`config.mk`:
```
export PLATFORM = sky130hd
export DESIGN_NAME = mul_arbiter_flat
export DESIGN_NICKNAME = d
export VERILOG_FILES = /design/src/rtl/mul_arbiter_if.sv /design/src/rtl/mul_arbiter.sv /design/src/flat_wrapper.sv
export SDC_FILE = /design/constraint.sdc
export NUM_CORES = 1
export LEC_CHECK = 0
export BUFFER_PORTS_ARGS = -buffer_cell sky130_fd_sc_hd__buf_2
export CAP_MARGIN = 25
export CORE_AREA = 3 3 80 82
export CTS_BUF_LIST = sky130_fd_sc_hd__clkbuf_4 sky130_fd_sc_hd__clkbuf_8
export CTS_CLUSTER_DIAMETER = 50
export DETAILED_ROUTE_END_ITERATION = 12
export DIE_AREA = 0 0 83 85
export PLACE_DENSITY = 0.72
export SLEW_MARGIN = 10
export SYNTH_ARGS = -nofsm -noshare
export SYNTH_HDL_FRONTEND = slang
export SYNTH_SLANG_ARGS = --single-unit
export TNS_END_PERCENT = 100
```
`constraint.sdc`:
```
create_clock -name clk_i -period 4.6 [get_ports clk_i]
set_input_delay 0.69 -clock clk_i [delete_from_list [all_inputs] [get_ports clk_i]]
set_output_delay 0.69 -clock clk_i [all_outputs]
set_load 0.1 [all_outputs]
```
`src/rtl/mul_arbiter_if.sv`:
```
// Requester/multiplier bundle around the shared-multiplier arbiter.
// The slave view is the arbiter; the master view is everything around it.
interface mul_arbiter_if #(
  parameter int N       = 4,
  parameter int NUM_REQ = 3
);
  logic [NUM_REQ-1:0]     req_i;
  logic [NUM_REQ*2*N-1:0] a_i;
  logic [NUM_REQ*2*N-1:0] b_i;
  logic [NUM_REQ-1:0]     ack_o;
  logic [2*N-1:0]         result_o;
  logic                   err_o;
  logic                   busy_o;
  logic                   mul_start_strb_o;
  logic [2*N-1:0]         mul_a_o;
  logic [2*N-1:0]         mul_b_o;
  logic                   mul_done_strb_i;
  logic [2*N-1:0]         mul_out_i;

  modport slave (
    input  req_i, a_i, b_i, mul_done_strb_i, mul_out_i,
    output ack_o, result_o, err_o, busy_o, mul_start_strb_o, mul_a_o, mul_b_o
  );

  modport master (
    output req_i, a_i, b_i, mul_done_strb_i, mul_out_i,
    input  ack_o, result_o, err_o, busy_o, mul_start_strb_o, mul_a_o, mul_b_o
  );
endinterface

```
`src/rtl/mul_arbiter.sv`:
```
// Round-robin arbiter sharing one sequential signed multiplier among NUM_REQ requesters.
// IDLE->START->WAIT->DONE per job; a watchdog aborts jobs whose done strobe never arrives.
module mul_arbiter #(
  parameter int N       = 4,
  parameter int NUM_REQ = 3,
  parameter int TIMEOUT = 1024
) (
  input  logic         clk_i,
  input  logic         rstn_i,
  mul_arbiter_if.slave arb
);
  localparam int W  = 2 * N;
  localparam int TW = $clog2(TIMEOUT);
  localparam int GW = (NUM_REQ > 1) ? $clog2(NUM_REQ) : 1;

  typedef enum logic [1:0] {IDLE, START, WAIT, DONE} state_t;

  state_t             state_q;
  logic [GW-1:0]      rr_q;
  logic [GW-1:0]      grant_q;
  logic [TW-1:0]      timer_q;
  logic [NUM_REQ-1:0] ack_q;
  logic [W-1:0]       result_q;
  logic [W-1:0]       mul_a_q;
  logic [W-1:0]       mul_b_q;
  logic               err_q;
  logic               busy_q;
  logic               start_q;

  logic [GW-1:0]      pick_d;
  logic               any_d;
  logic [W-1:0]       a_sel_d;
  logic [W-1:0]       b_sel_d;

  function automatic logic [GW-1:0] wrap_idx(input int v);
    return GW'(v % NUM_REQ);
  endfunction

  // Scan downward so the lowest offset from the pointer is written last and wins.
  always_comb begin
    pick_d = '0;
    any_d  = 1'b0;
    for (int i = NUM_REQ - 1; i >= 0; i--) begin
      if (arb.req_i[wrap_idx(int'(rr_q) + i)]) begin
        pick_d = wrap_idx(int'(rr_q) + i);
        any_d  = 1'b1;
      end
    end
  end

  always_comb begin
    a_sel_d = '0;
    b_sel_d = '0;
    for (int k = 0; k < NUM_REQ; k++) begin
      if (pick_d == GW'(k)) begin
        a_sel_d = arb.a_i[k*W +: W];
        b_sel_d = arb.b_i[k*W +: W];
      end
    end
  end

  always_ff @(posedge clk_i or negedge rstn_i) begin
    if (!rstn_i) begin
      state_q  <= IDLE;
      rr_q     <= '0;
      grant_q  <= '0;
      timer_q  <= '0;
      ack_q    <= '0;
      result_q <= '0;
      mul_a_q  <= '0;
      mul_b_q  <= '0;
      err_q    <= 1'b0;
      busy_q   <= 1'b0;
      start_q  <= 1'b0;
    end else begin
      ack_q   <= '0;
      err_q   <= 1'b0;
      start_q <= 1'b0;
      case (state_q)
        IDLE: begin
          if (any_d) begin
            grant_q <= pick_d;
            mul_a_q <= a_sel_d;
            mul_b_q <= b_sel_d;
            start_q <= 1'b1;
            busy_q  <= 1'b1;
            state_q <= START;
          end
        end
        START: begin
          timer_q <= '0;
          state_q <= WAIT;
        end
        WAIT: begin
          timer_q <= timer_q + 1'b1;
          // A done strobe arriving on the last allowed cycle still counts as success.
          if (arb.mul_done_strb_i) begin
            result_q <= arb.mul_out_i;
            ack_q    <= NUM_REQ'(1) << grant_q;
            state_q  <= DONE;
          end else if (timer_q == TW'(TIMEOUT - 1)) begin
            result_q <= '0;
            err_q    <= 1'b1;
            ack_q    <= NUM_REQ'(1) << grant_q;
            state_q  <= DONE;
          end
        end
        DONE: begin
          rr_q    <= (grant_q == GW'(NUM_REQ - 1)) ? '0 : grant_q + 1'b1;
          busy_q  <= 1'b0;
          state_q <= IDLE;
        end
        default: state_q <= IDLE;
      endcase
    end
  end

  assign arb.ack_o            = ack_q;
  assign arb.result_o         = result_q;
  assign arb.err_o            = err_q;
  assign arb.busy_o           = busy_q;
  assign arb.mul_start_strb_o = start_q;
  assign arb.mul_a_o          = mul_a_q;
  assign arb.mul_b_o          = mul_b_q;
endmodule

```
`src/flat_wrapper.sv`:
```
// flat-port wrapper written by rule: the top's interface ports become plain ports
module mul_arbiter_flat 
#(
  parameter int N       = 4,
  parameter int NUM_REQ = 3,
  parameter int TIMEOUT = 1024
)
  (clk_i, rstn_i, arb_req_i, arb_a_i, arb_b_i, arb_mul_done_strb_i, arb_mul_out_i, arb_ack_o, arb_result_o, arb_err_o, arb_busy_o, arb_mul_start_strb_o, arb_mul_a_o, arb_mul_b_o);
  mul_arbiter_if #(.N(N), .NUM_REQ(NUM_REQ)) arb_i ();
  input  logic clk_i;
  input  logic rstn_i;
  input wire logic [$bits(arb_i.req_i)-1:0] arb_req_i;
  input wire logic [$bits(arb_i.a_i)-1:0] arb_a_i;
  input wire logic [$bits(arb_i.b_i)-1:0] arb_b_i;
  input wire logic [$bits(arb_i.mul_done_strb_i)-1:0] arb_mul_done_strb_i;
  input wire logic [$bits(arb_i.mul_out_i)-1:0] arb_mul_out_i;
  output wire logic [$bits(arb_i.ack_o)-1:0] arb_ack_o;
  output wire logic [$bits(arb_i.result_o)-1:0] arb_result_o;
  output wire logic [$bits(arb_i.err_o)-1:0] arb_err_o;
  output wire logic [$bits(arb_i.busy_o)-1:0] arb_busy_o;
  output wire logic [$bits(arb_i.mul_start_strb_o)-1:0] arb_mul_start_strb_o;
  output wire logic [$bits(arb_i.mul_a_o)-1:0] arb_mul_a_o;
  output wire logic [$bits(arb_i.mul_b_o)-1:0] arb_mul_b_o;
  assign arb_i.req_i = arb_req_i;
  assign arb_i.a_i = arb_a_i;
  assign arb_i.b_i = arb_b_i;
  assign arb_i.mul_done_strb_i = arb_mul_done_strb_i;
  assign arb_i.mul_out_i = arb_mul_out_i;
  assign arb_ack_o = arb_i.ack_o;
  assign arb_result_o = arb_i.result_o;
  assign arb_err_o = arb_i.err_o;
  assign arb_busy_o = arb_i.busy_o;
  assign arb_mul_start_strb_o = arb_i.mul_start_strb_o;
  assign arb_mul_a_o = arb_i.mul_a_o;
  assign arb_mul_b_o = arb_i.mul_b_o;
  mul_arbiter #(.N(N), .NUM_REQ(NUM_REQ), .TIMEOUT(TIMEOUT)) u_core (.clk_i(clk_i), .rstn_i(rstn_i), .arb(arb_i));
endmodule
```
# Word level (Yosys, flattened, before mapping)
# Index checks and enable logic that the tools add are counted.
dict set report totals {
  word_cells 76
  out_inout_bits 30
  reg_bits 46
  in_bits 62
}
dict set report op_classes {
  eq_ne 9
  div_mod_pow 3
  shift 1
  n_mux 36
  reduce_logical 9
  addsub 4
  order_cmp 3
}
# op count
set ops {}
lappend ops {{$mod A32 B3 Y32 const B} 2}
lappend ops {{$mux W8} 8}
lappend ops {{$mod A3 B3 Y32 const B} 1}
lappend ops {{$pmux W10 S2} 1}
lappend ops {{$mux W2} 7}
lappend ops {{$mux W1} 12}
lappend ops {{$add A10 B1 Y10 const B} 1}
lappend ops {{$eq A10 B10 Y1 const B} 1}
lappend ops {{$lt A2 B3 Y1 const B} 3}
lappend ops {{$mux W3} 3}
lappend ops {{$eq A2 B2 Y1 const B} 4}
lappend ops {{$pmux W2 S4} 1}
lappend ops {{$reduce_and A2 Y1} 4}
lappend ops {{$bmux W1 S2} 3}
lappend ops {{$reduce_bool A2 Y1} 3}
lappend ops {{$eq A2 B1 Y1 const B} 2}
lappend ops {{$logic_not A2 Y1} 2}
lappend ops {{$add A2 B1 Y3 const B} 1}
lappend ops {{$add A2 B2 Y3 const B} 1}
lappend ops {{$ne A3 B2 Y1 const B} 1}
lappend ops {{$shl A1 B2 Y3 const A} 1}
lappend ops {{$add A2 B1 Y2 const B} 1}
lappend ops {{$ne A2 B1 Y1 const B} 1}
lappend ops {{$pmux W1 S2} 1}

# Longest topological paths before layout
dict set report logic_depth {
  depth_word 11
  ltp_mapped 11
  depth_no_buf 8
}

# Worst setup path after synthesis
# Ideal clock, no wire load.
dict set report synth_timing {
  kind {reg2reg}
  from {register u_core.rr_q[0]}
  to {register u_core.state_q[1]}
  setup_time_ns 0.125
  slack_ns 2.457
  stages_incl_launch_ff 8
  t_required_ns 4.475
  synth_period_minus_slack_ns 2.143
  t_arrival_ns 2.018
  cell_sequence {dfrtp_1 inv_1 ha_1 nor2b_1 o21a_1 or4_4 o21a_2 mux2_4}
}
dict set report synth_between {
  elab_chain_cells 9
  elab_cells_between_ends 16
}
# item line
set synth_rtl {}
lappend synth_rtl {{start, declared} mul_arbiter.sv:19} ;# logic [GW-1:0] rr_q;
lappend synth_rtl {{start signal, assigned} mul_arbiter.sv:109} ;# rr_q <= (grant_q == GW'(NUM_REQ - 1)) ? '0 : grant_q + 1'b1;
lappend synth_rtl {{$add A2 B2 Y3} mul_arbiter.sv:44} ;# if (arb.req_i[wrap_idx(int'(rr_q) + i)]) begin
lappend synth_rtl {{$mod A32 B3 Y32} mul_arbiter.sv:36} ;# return GW'(v % NUM_REQ);
lappend synth_rtl {{$bmux W1 S2} mul_arbiter.sv:44}
lappend synth_rtl {{$mux W1 (not written as such)} mul_arbiter.sv:44}
lappend synth_rtl {{$mux W1 (2 in series)} mul_arbiter.sv:44}
lappend synth_rtl {{$mux W1 (*)} mul_arbiter.sv:44}
lappend synth_rtl {{$ne A2 B1 Y1 (no source line) (*)} -}
lappend synth_rtl {{$reduce_and A2 Y1 (no source line) (*)} -}
lappend synth_rtl {{end signal, assigned} mul_arbiter.sv:64} ;# state_q <= IDLE;
lappend synth_rtl {{end signal, assigned} mul_arbiter.sv:87} ;# state_q <= START;
lappend synth_rtl {{end signal, assigned} mul_arbiter.sv:92} ;# state_q <= WAIT;
lappend synth_rtl {{end, declared} mul_arbiter.sv:18} ;# state_t state_q;
# Every way passes the cells marked *; elsewhere a longest branch is shown, timed or not. The select of a mux whose other input is x is not followed.
# A chain may end at the register's enable or synchronous reset.

# Final worst setup path
dict set report layout_timing {
  from {register u_core.rr_q[1]}
  to {register u_core.mul_b_q[5], in the netlist u_core.arb.mul_b_o[5]}
}
dict set report layout_between {
  elab_chain_cells 11
  elab_cells_between_ends 24
}
# item line
set layout_rtl {}
lappend layout_rtl {{$add A2 B2 Y3} {mul_arbiter.sv:44, mul_arbiter.sv:45}}
lappend layout_rtl {{$mod A32 B3 Y32} mul_arbiter.sv:36}
lappend layout_rtl {{$bmux W1 S2} mul_arbiter.sv:44}
lappend layout_rtl {{$mux W1 (not written as such)} mul_arbiter.sv:44}
lappend layout_rtl {{$mux W2 (3 in series)} mul_arbiter.sv:44}
lappend layout_rtl {{$logic_not A2 Y1} mul_arbiter.sv:55} ;# if (pick_d == GW'(k)) begin
lappend layout_rtl {{$mux W8 (3 in series)} mul_arbiter.sv:55}
lappend layout_rtl {{end signal, assigned} mul_arbiter.sv:84} ;# mul_b_q <= b_sel_d;
lappend layout_rtl {{end, declared} mul_arbiter.sv:25} ;# logic [W-1:0] mul_b_q;
# Parallel ways exist; a longest one is shown, timed or not. The select of a mux whose other input is x is not followed.

==> metrics <==
Synth area leaders dfrtp_1 45%, o21ai_0 6.8%, nand2_1 6.5%, a221o_1 4.6%, nand3_1 4.3%; gr ovfl total 0; Sink Count 46; # rows 28; via count around 2500; Starting Density about 44%; fillers 565; post-synthesis sequential area ratio 44.5%; Num CTS Buffers 5; DIE AREA around 0.007 mm2; clock-pin slew on the worst setup and hold paths ~0.08 ns; pre-CTS setup slack between 1.5 and 2 ns; CTS tree done; Avg Vias per Cell approximately 5.5; Synth Warn # 0; htree depth 2; setup violators final 0; vias in the first global route between 2000 and 2500; final hold violation count 0; most frequent cells in the layout 92 x buf_2, 46 x dfrtp_1, 45 x nand2_1; global-route wire length before repair between 10 and 15 mm; Final min period ~2.7 ns; Post-Place Cells roughly 450; nets approximately 450; DRT Pass-1 Iters 4; Synth top area share between 40 and 50%; worst clock skew between 0.006 and 0.007 ns; Boundary Pins 92; Synth Area per Inst about 9 um2; Final GP Congestion slightly below 0.9; Routed wire per std cell roughly 14 um; area leader, netlist dfrtp_1; antenna violations before repair 0; status finished clean; fin crit share between 50% and 60%; synth unique cells 42; Slew HR between 40% and 50%; number of routed nets with antenna violations 0; CTS Root Cell clkbuf_8; hold_buf cts 0; detailed placement HPWL roughly 5.0 mm; setup ws final between 1.5 and 2 ns; gr usage total a little under a fifth; register area approximately 0.0012 mm2; Port Buf Inserts 91; Post-Syn Nets between 300 and 400; Worst EP required just under 5 ns; Die Wd a little over 80 um; FF+latch count, synth 46; Crit Path Class reg2reg; hold crit path type in2async; worst-path maximum fanout 27; Post-Route M1 WL 2.96 mm; clk_lat worst skew roughly 0.30 ns; Critical Path Sink Type flop; # diodes 0; multi-input logic area 0.00131 mm2; Post-Route WL between 6 and 7 mm; synthesized instance count approximately 300; mapped cell area about 0.0026 mm2; Core ar. 0.00582 mm2; largest net degree at the start of global routing 47; top sig layer met4; commonest non-fill, non-tap cell in the layout buf_2; RSZ-0062 raised after global routing false; setup TNS 0 ns; share of layout cells above drive strength 1 between 20 and 30%; WP data arrival approximately 3.0 ns; post_cts resized 0; fin cells 458; drt drc 0; Die Span Y 85 um; worst-margin pin slew approximately 0.8 ns; maxcap violations 0; DRT iter0 DRCs between 200 and 250; worst hold slack between 0.2 and 0.25 ns; Post-CTS Setup Repair Bufs 0; Max clock buf depth 2; Peak Freq approximately 370 MHz; CP startpoint kind flop; Final Max Slew Viols 0; met2 wire length between 3 and 4 mm; area growth from synthesis to layout 24.4%; met3 wire length 403 um
==> routing by layer <==
layer	up-vias	GRT usage, %
li1	1235	-
met1	1188	24.8
met2	73	29.5
met3	12	5.34
met4	0	6.98
met5	-	0
==> final cells by class <==
class                      count  area share (%)
timing repair buffer          98            16.1
multi-input combinational    217            40.8
sequential                    46            35.8
inverter                      14            1.63
tap                           75            2.92
clock buffer                   6            2.37
clock inverter                 2           0.428
==> critical path, cell delays in order (launching register included) <==
cell	delay, ns
dfrtp_1	0.40
inv_1	0.07
ha_1	0.36
nor4bb_1	0.28
o31a_1	0.70
nor2b_1	0.09
o21ai_0	0.42
o22ai_1	0.18
o21ai_1	0.14
==> path summary, 6_finish.rpt <==
| path | start | endpoint | slack, ns | cells past startpoint |
|---|---|---|---|---|
| max | u_core.rr_q[1] | u_core.arb.mul_b_o[5] | 1.87 | 8 |
| max reg2reg | u_core.rr_q[1] | u_core.arb.mul_b_o[5] | 1.87 | 8 |
| min in group clk_i | u_core.grant_q[1] | u_core.arb.ack_o[1] | 0.46 | 1 |
| min reg2reg | u_core.grant_q[1] | u_core.arb.ack_o[1] | 0.46 | 1 |
| min | rstn_i | u_core.arb.mul_a_o[5] | 0.24 | 1 |
| max in group asynchronous | rstn_i | u_core.timer_q[1] | 3.91 | 2 |
==> metrics by stage <==
step | instance area (um2) | util, %
2_1_floorplan | 2590 | -
4_1_cts | 3180 | 54.7
6_report | 3220 | 55.3
3_3_place_gp | 3080 | 52.9
3_5_place_dp | 3090 | 53.2
5_1_grt | 3220 | 55.3
==> sequential cells by signal, indices dropped and copies added (netlist names) <==
register	flops
u_core.arb.busy_o	1
u_core.arb.mul_start_strb_o	1
u_core.arb.ack_o	3
u_core.state_q	2
u_core.arb.err_o	1
u_core.grant_q	2
u_core.arb.result_o	8
u_core.arb.mul_b_o	8
u_core.timer_q	10
u_core.rr_q	2
u_core.arb.mul_a_o	8
==> cell families after synthesis <==
family / Yosys count / synth area share [%]
multiplexers: 3 / 1.35
buffers and inverters: 32 / 5.22
adder cells (fa/ha/maj): 8 / 3.87
AND/OR/NAND/NOR: 102 / 18.7
AO/OA/AOI/OAI: 102 / 25.6
flip-flops: 46 / 44.5
XOR/XNOR: 2 / 0.677
==> synth_stat cells <==
cell type,number
dfrtp_1,46
nand2_1,45
o21ai_0,35
nand3_1,22
o22ai_1,17
inv_1,14
a221o_1,12
nor2_1,11
a21oi_1,10
o21ai_1,10
clkbuf_1,9
a22o_1,8
ha_1,8
buf_2,6
nor2b_1,5
nand2b_1,4
nor3_1,4
a2bb2oi_1,2
and4_1,2
buf_1,2
mux2i_1,2
a21o_1,1
a222oi_1,1
and2_1,1
and3_1,1
and3b_1,1
buf_6,1
mux2_4,1
nor3b_1,1
nor4bb_1,1
o211ai_1,1
o21a_1,1
o21a_2,1
o21bai_1,1
o31a_1,1
o41ai_2,1
or2_1,1
or3_1,1
or4_1,1
or4_4,1
xnor2_1,1
xor2_1,1
Power is not shown: default switching activity piles up to over one toggle a cycle in this logic, so the estimate is an artifact.
